[src/rtl/bcd_counter_n.sv]
// Multi-digit packed-BCD up/down counter with programmable wrap limit, synchronous
// clear, validated parallel load and one-cycle done/wrap/err handshake pulses.
module bcd_counter_n #(
  parameter int                    DIGITS  = 2,
  parameter logic [4*DIGITS-1:0]   MAX_BCD = 'h49
) (
  input  logic                  clk,
  input  logic                  rst_n,
  input  logic                  clr,
  input  logic                  load,
  input  logic [4*DIGITS-1:0]   load_val,
  input  logic                  inc_tick,
  input  logic                  dec_tick,
  output logic [4*DIGITS-1:0]   count,
  output logic                  done_tick,
  output logic                  wrap_tick,
  output logic                  err_tick
);

  localparam int W = 4 * DIGITS;

  for (genvar g = 0; g < DIGITS; g++) begin : g_max_chk
    if (MAX_BCD[4*g +: 4] > 4'd9) begin : g_bad_nibble
      $error("bcd_counter_n: MAX_BCD digit %0d is not a BCD digit", g);
    end
  end

  typedef enum logic {IDLE = 1'b0, DONE = 1'b1} state_t;

  state_t         state;
  logic           wrap_q;
  logic           err_q;

  function automatic logic is_valid(input logic [W-1:0] v);
    logic ok;
    ok = (v <= MAX_BCD);
    for (int i = 0; i < DIGITS; i++)
      if (v[4*i +: 4] > 4'd9) ok = 1'b0;
    return ok;
  endfunction

  // Ripple a carry digit by digit: a 9 rolls to 0 and passes the carry on.
  function automatic logic [W-1:0] bcd_inc(input logic [W-1:0] v);
    logic [W-1:0] r;
    logic         carry;
    r     = v;
    carry = 1'b1;
    for (int i = 0; i < DIGITS; i++) begin
      if (carry) begin
        if (v[4*i +: 4] == 4'd9) r[4*i +: 4] = 4'd0;
        else begin
          r[4*i +: 4] = v[4*i +: 4] + 4'd1;
          carry       = 1'b0;
        end
      end
    end
    return r;
  endfunction

  function automatic logic [W-1:0] bcd_dec(input logic [W-1:0] v);
    logic [W-1:0] r;
    logic         borrow;
    r      = v;
    borrow = 1'b1;
    for (int i = 0; i < DIGITS; i++) begin
      if (borrow) begin
        if (v[4*i +: 4] == 4'd0) r[4*i +: 4] = 4'd9;
        else begin
          r[4*i +: 4] = v[4*i +: 4] - 4'd1;
          borrow      = 1'b0;
        end
      end
    end
    return r;
  endfunction

  // NOTE: sequential state uses non-blocking assignments so every register samples
  // the pre-edge values of the others, independent of statement order.
  always_ff @(posedge clk or negedge rst_n) begin
    if (!rst_n) begin
      state  <= IDLE;
      count  <= '0;
      wrap_q <= 1'b0;
      err_q  <= 1'b0;
    end else begin
      err_q <= 1'b0;
      if (clr) begin
        state  <= IDLE;
        count  <= '0;
        wrap_q <= 1'b0;
      end else begin
        case (state)
          IDLE: begin
            if (load) begin
              if (is_valid(load_val)) begin
                count  <= load_val;
                wrap_q <= 1'b0;
                state  <= DONE;
              end else begin
                err_q <= 1'b1;
              end
            end else if (inc_tick && !dec_tick) begin
              if (count == MAX_BCD) begin
                count  <= '0;
                wrap_q <= 1'b1;
              end else begin
                count  <= bcd_inc(count);
                wrap_q <= 1'b0;
              end
              state <= DONE;
            end else if (dec_tick && !inc_tick) begin
              if (count == '0) begin
                count  <= MAX_BCD;
                wrap_q <= 1'b1;
              end else begin
                count  <= bcd_dec(count);
                wrap_q <= 1'b0;
              end
              state <= DONE;
            end
          end
          DONE:    state <= IDLE;
          default: state <= IDLE;
        endcase
      end
    end
  end

  // DONE is a single state bit, so the decode below cannot glitch.
  assign done_tick = (state == DONE);
  assign wrap_tick = (state == DONE) && wrap_q;
  assign err_tick  = err_q;

endmodule
[config.mk]
export PLATFORM = sky130hd
export DESIGN_NAME = bcd_counter_n
export DESIGN_NICKNAME = d
export VERILOG_FILES = /design/src/rtl/bcd_counter_n.sv
export SDC_FILE = /design/constraint.sdc
export NUM_CORES = 1
export LEC_CHECK = 0
export ABC_AREA = 1
export CAP_MARGIN = 20
export CORE_MARGIN = 5
export CORE_UTILIZATION = 50
export CTS_CLUSTER_DIAMETER = 150
export DETAILED_ROUTE_END_ITERATION = 12
export PLACE_DENSITY_LB_ADDON = 0.08
export REMOVE_ABC_BUFFERS = 1
export SLEW_MARGIN = 40
export SYNTH_ARGS = -nofsm -noshare
export SYNTH_HDL_FRONTEND = slang
export SYNTH_SLANG_ARGS = --single-unit
[constraint.sdc]
create_clock -name clk -period 3.41 [get_ports clk]
set_input_delay 0.5115 -clock clk [delete_from_list [all_inputs] [get_ports clk]]
set_output_delay 0.5115 -clock clk [all_outputs]
set_load 0.02 [all_outputs]
# After elaboration in Yosys (flattened, before gate mapping)
# Cells that the tools add are included.
# totals
word_cells	81
latch_bits	0
ramBits	0
mem_bits_ro	0
register_bits	11
in_bits	14
n_memories	0
# op_classes
order_cmp	3
eq_ne	6
n_mul	0
n_addsub	4
shifts	0
n_reduce_logical	12
n_bitwise	1
div_mod_pow	0
n_mux	50
# ops
operator	count
two-way mux 8 bit	8
two-way mux 1 bit	35
two-way mux 4 bit	6
adder 4 x 1 -> 4 bit, second input constant	2
== test 4 bit, second input constant	2
== test 8 x 7 -> 1 bit, second input constant	1
> comparator 4 bit, second input constant	2
<= comparator 8 x 7 -> 1 bit, second input constant	1
zero test 4 bit	2
zero test 8 bit	1
subtractor 4 x 1 -> 4 bit, second input constant	2
inequality test 5 x 3 -> 1 bit, second input constant	1
AND reduction 5 bit	1
nonzero test 5 bit	1
nonzero test 4 bit	1
logical AND 1 bit	3
inequality test 3 x 2 -> 1 bit, second input constant	1
AND reduction 3 bit	1
zero test 1 bit	2
inequality test 2 bit, second input constant	1
one-hot mux 1 bit (2 select lines)	1
inverter 1 bit	1

# Logic depth before layout (Yosys ltp)
# depth
depth_word	15
mapped_depth	12
depth_no_buf	11

# Worst setup path before layout
# No wires, ideal clock.
# synth_path
path_kind	reg2reg
start	register count[0]
end	register count[0]
required_ps	3283
setup_ps	127
slack_ps	1834
path_buffers	0
stages_incl_launch_ff	11
arrival_ps	1449
path_cell_list	dfrtp_1 inv_1 ha_1 nand2_4 nor2_4 nor2_4 nand2_1 nand3_1 nand2_1 nand2_1 o21ai_0
# synth_via
elab_chain_cells	8
word_cells_on_any_way	15
classes_between	add/sub (2); eq/ne (2); mux (9); reduce/logical (2)
# synth_rtl
element	line_no	text
from (decl)	14	output logic [4*DIGITS-1:0] count,
from (signal assigned)	96	count <= load_val;
from (signal assigned)	107	count <= bcd_inc(count);
from (signal assigned)	116	count <= bcd_dec(count);
subtractor 4 x 1 -> 4 bit or zero test 4 bit (tied branches)	69, 67	
two-way mux 4 bit	67	if (v[4*i +: 4] == 4'd0) r[4*i +: 4] = 4'd9;
two-way mux 8 bit	112	if (count == '0) begin
two-way mux 8 bit	111	end else if (dec_tick && !inc_tick) begin
two-way mux 8 bit *	102	end else if (inc_tick && !dec_tick) begin
two-way mux 8 bit *	94	if (load) begin
two-way mux 8 bit *	92	case (state)
two-way mux 8 bit *	87	if (clr) begin
# Every way passes the cells marked *; elsewhere a longest branch is shown, timed or not. The select of a mux whose other input is x is not followed.
# A chain may end at the register's enable or synchronous reset.

# Worst setup path after layout
# layout_path
start	register count[3]
end	output count[3]
# No word-level cell between the ends.

==> flow_metrics.py <==
metrics = {
    "die": {
        "dieArea_um2": 3238,
        "initial_utilization": 0.5119,
        "core_um2": 2148,
        "rows": 17,
        "chipWidth_um": 56.90,
        "die_h_um": 56.90,
        "io_pins": 25,
    },
    "synth": {
        "syn-mean-instance-area_um2": 6.321,
        "async_reset_ff_frac": 1.000,
        "ys_warn_count": 0,
        "synthesis.area_um2": 1100,
        "synth-seq-cells": 11,
        "synth_cells": 174,
        "ys_seq_area_frac": 0.2503,
        "synth-edff-count": 0,
        "synth_flop_cell": "dfrtp_1",
        "ys_types": 23,
    },
    "placement": {
        "place_hpwl_mm": 2.117,
        "io_buffers": 24,
        "gp_congestion": 0.7788,
    },
    "worst_setup_path": {
        "path_class": "reg -> out",
        "cp.required_ns": 2.90,
        "max_stage_delay_ns": 0.69,
        "endpoint_kind": "primary output",
        "path_buf_inv": 1,
        "critPathTopFamily": "buffers and inverters",
        "slowest_stage": "clkdlybuf4s50_1",
        "crit_chain": "clkdlybuf4s50_1",
        "crit_fanout": 9,
        "crit_arrival_ns": 1.56,
        "cp-start-kind": "flip-flop",
    },
    "timing": {
        "fin_crit_ns": 2.070,
        "slew_headroom": 0.6602,
        "rsz0062_at_grt": "no",
        "slew_violations": 0,
        "setup_violations": 0,
        "tightest_slew_ns": 0.5082,
        "hold_slack_ns": 0.4821,
        "final_hold_viol_count": 0,
        "fin_crit_sh": 0.6072,
        "fmax_mhz": 483.0,
        "fin_setup_tns_ns": 0,
        "skew_ns": 0.005554,
    },
    "pwr": {
        "ir_drop_mv": 0.3429,
        "p_clk_frac": 0.158,
        "p_sw_uw": 256.7,
        "leakage_uw": 0.0007169,
        "p_int_uw": 316.7,
        "p_sw_frac": 0.4477,
        "p_comb_frac": 0.508,
        "power_density_nw_per_um2": 417.0,
        "seq_power_share": 0.334,
    },
    "route": {
        "via_per_inst": 4.872,
        "firstDrtPassIters": 4,
        "dr_total_vias": 1106,
        "wirelength_mm": 2.579,
        "wire_per_inst_um": 11.36,
        "initialDrtViolationCount": 36,
        "drc": 0,
        "antenna_left": 0,
    },
    "final_layout": {
        "nFillCells": 213,
        "layout.nets": 221,
        "syn2layout_area_growth_pct": 25.03,
        "antennaDiodeCount": 0,
        "most-common-layout-cells": "nand2_1, clkdlybuf4s50_1, inv_1, nand3_1",
        "drive_above_1_share": 0.1005,
        "layout_commonest_cell": "nand2_1",
    },
    "global_routing": {
        "grt_max_degree": 12,
        "grt_use_total": 0.1813,
        "overflow": 0,
        "grt_pass1_vias": 1095,
        "grt_pass1_wl_mm": 4.747,
        "antenna_found_initial": 0,
    },
    "clocking": {
        "clock_latency_ns": 0.27,
        "post_cts_buffers": 0,
        "clk_pin_slew_ns": 0.07,
        "cts_tree": "yes",
        "cts-resized-gates": 0,
        "clock-sinks": 11,
        "hold_buffers": 0,
        "cts_root_buffer": "clkbuf_4",
        "cts-buffers-inserted": 3,
        "cts_max_path_buffers": 2,
        "htreeDepth": 1,
    },
    "status": {
        "status": "finished, final reports clean",
    },
    "worst_hold_path": {
        "hold_path_class": "reg -> reg",
    },
    "flow_run": {
        "cap_violations": 0,
    },
}
==> metrics by stage <==
stage | std cells | worst slack, ns | util | power (µW) | cell area [µm²]
after floorplan | 171 | 1.815 | - | 382.4 | 1074
after global placement | 223 | 1.298 | 0.6278 | 481.5 | 1349
after detailed placement | 223 | 1.289 | 0.6278 | 487.0 | 1349
after CTS | 227 | 1.333 | 0.6401 | 578.5 | 1375
after global routing | 227 | 1.269 | 0.6401 | 624.6 | 1375
final | 227 | 1.340 | 0.6401 | 573.4 | 1375
==> sequential cells by signal (all words and copies together) (netlist names) <==
register and flops:
wrap_q 1, err_tick 1, count 8, done_tick 1
==> synth_stat cells (2+ instances only) <==
library cell   n  area share
nand2_1       79        0.27
inv_1         15       0.051
nand3_1       13       0.059
dfrtp_1       11        0.25
nor2_1        11       0.038
o21ai_0        9       0.041
ha_1           7       0.080
inv_2          5       0.017
nor2_4         5       0.051
a21oi_1        4       0.018
buf_4          2       0.014
nand4_1        2       0.011
==> worst paths after layout <==
check	cells past startpoint	slack, ns	endpoint	start
min in group asynchronous	1	0.57	count[3]$_DFFE_PN0P_	rst_n
min	2	0.48	wrap_q$_DFFE_PN0P_	wrap_q$_DFFE_PN0P_
max	1	1.34	count[3]	count[3]$_DFFE_PN0P_
max reg2reg	9	1.71	count[7]$_DFFE_PN0P_	count[0]$_DFFE_PN0P_
max in group asynchronous	1	2.49	wrap_q$_DFFE_PN0P_	rst_n
min reg2reg	2	0.48	wrap_q$_DFFE_PN0P_	wrap_q$_DFFE_PN0P_
==> routing by layer <==
layer / vias up / global-route usage / part of all wire
met5: - / 0 / 0
met4: 0 / 0.06954 / 0.019
met3: 5 / 0.02299 / 0.035
met2: 21 / 0.3018 / 0.46
met1: 486 / 0.2374 / 0.49
li1: 594 / - / -
==> logic make-up (layout without fill, tap and decap cells) <==
logic type                 count (synthesis)  count (layout)  share of synthesized area
AOI/OAI and AO/OA                         15              15                    0.07964
xor gates and xnor gates                   1               1                   0.007965
buffers and inverters                     24              49                     0.1001
DFF                                       11              11                     0.2503
adders and majority gates                  7               7                    0.07963
and+or+nand+nor                          116             116                     0.4824
==> power by group through the flow <==
stage	sequential, µW	clock [µW]	combinational [µW]
6_report	192	90.4	291
5_1_grt	197	99.3	328
4_1_cts	191	93.2	294
3_5_place_dp	194	0	293
3_3_place_gp	193	0	289
2_1_floorplan	208	0	174
==> final cells by class <==
type / instances / area (µm²) / share of cell area
clock buffers: 4 / 26.28 / 0.01911
well taps: 28 / 35.03 / 0.02548
multi-input cells: 139 / 714.4 / 0.5196
inverters: 21 / 83.83 / 0.06096
repair buffers: 24 / 240.2 / 0.1747
flip-flops and latches: 11 / 275.3 / 0.2002
(Power assumes the default switching activity.)
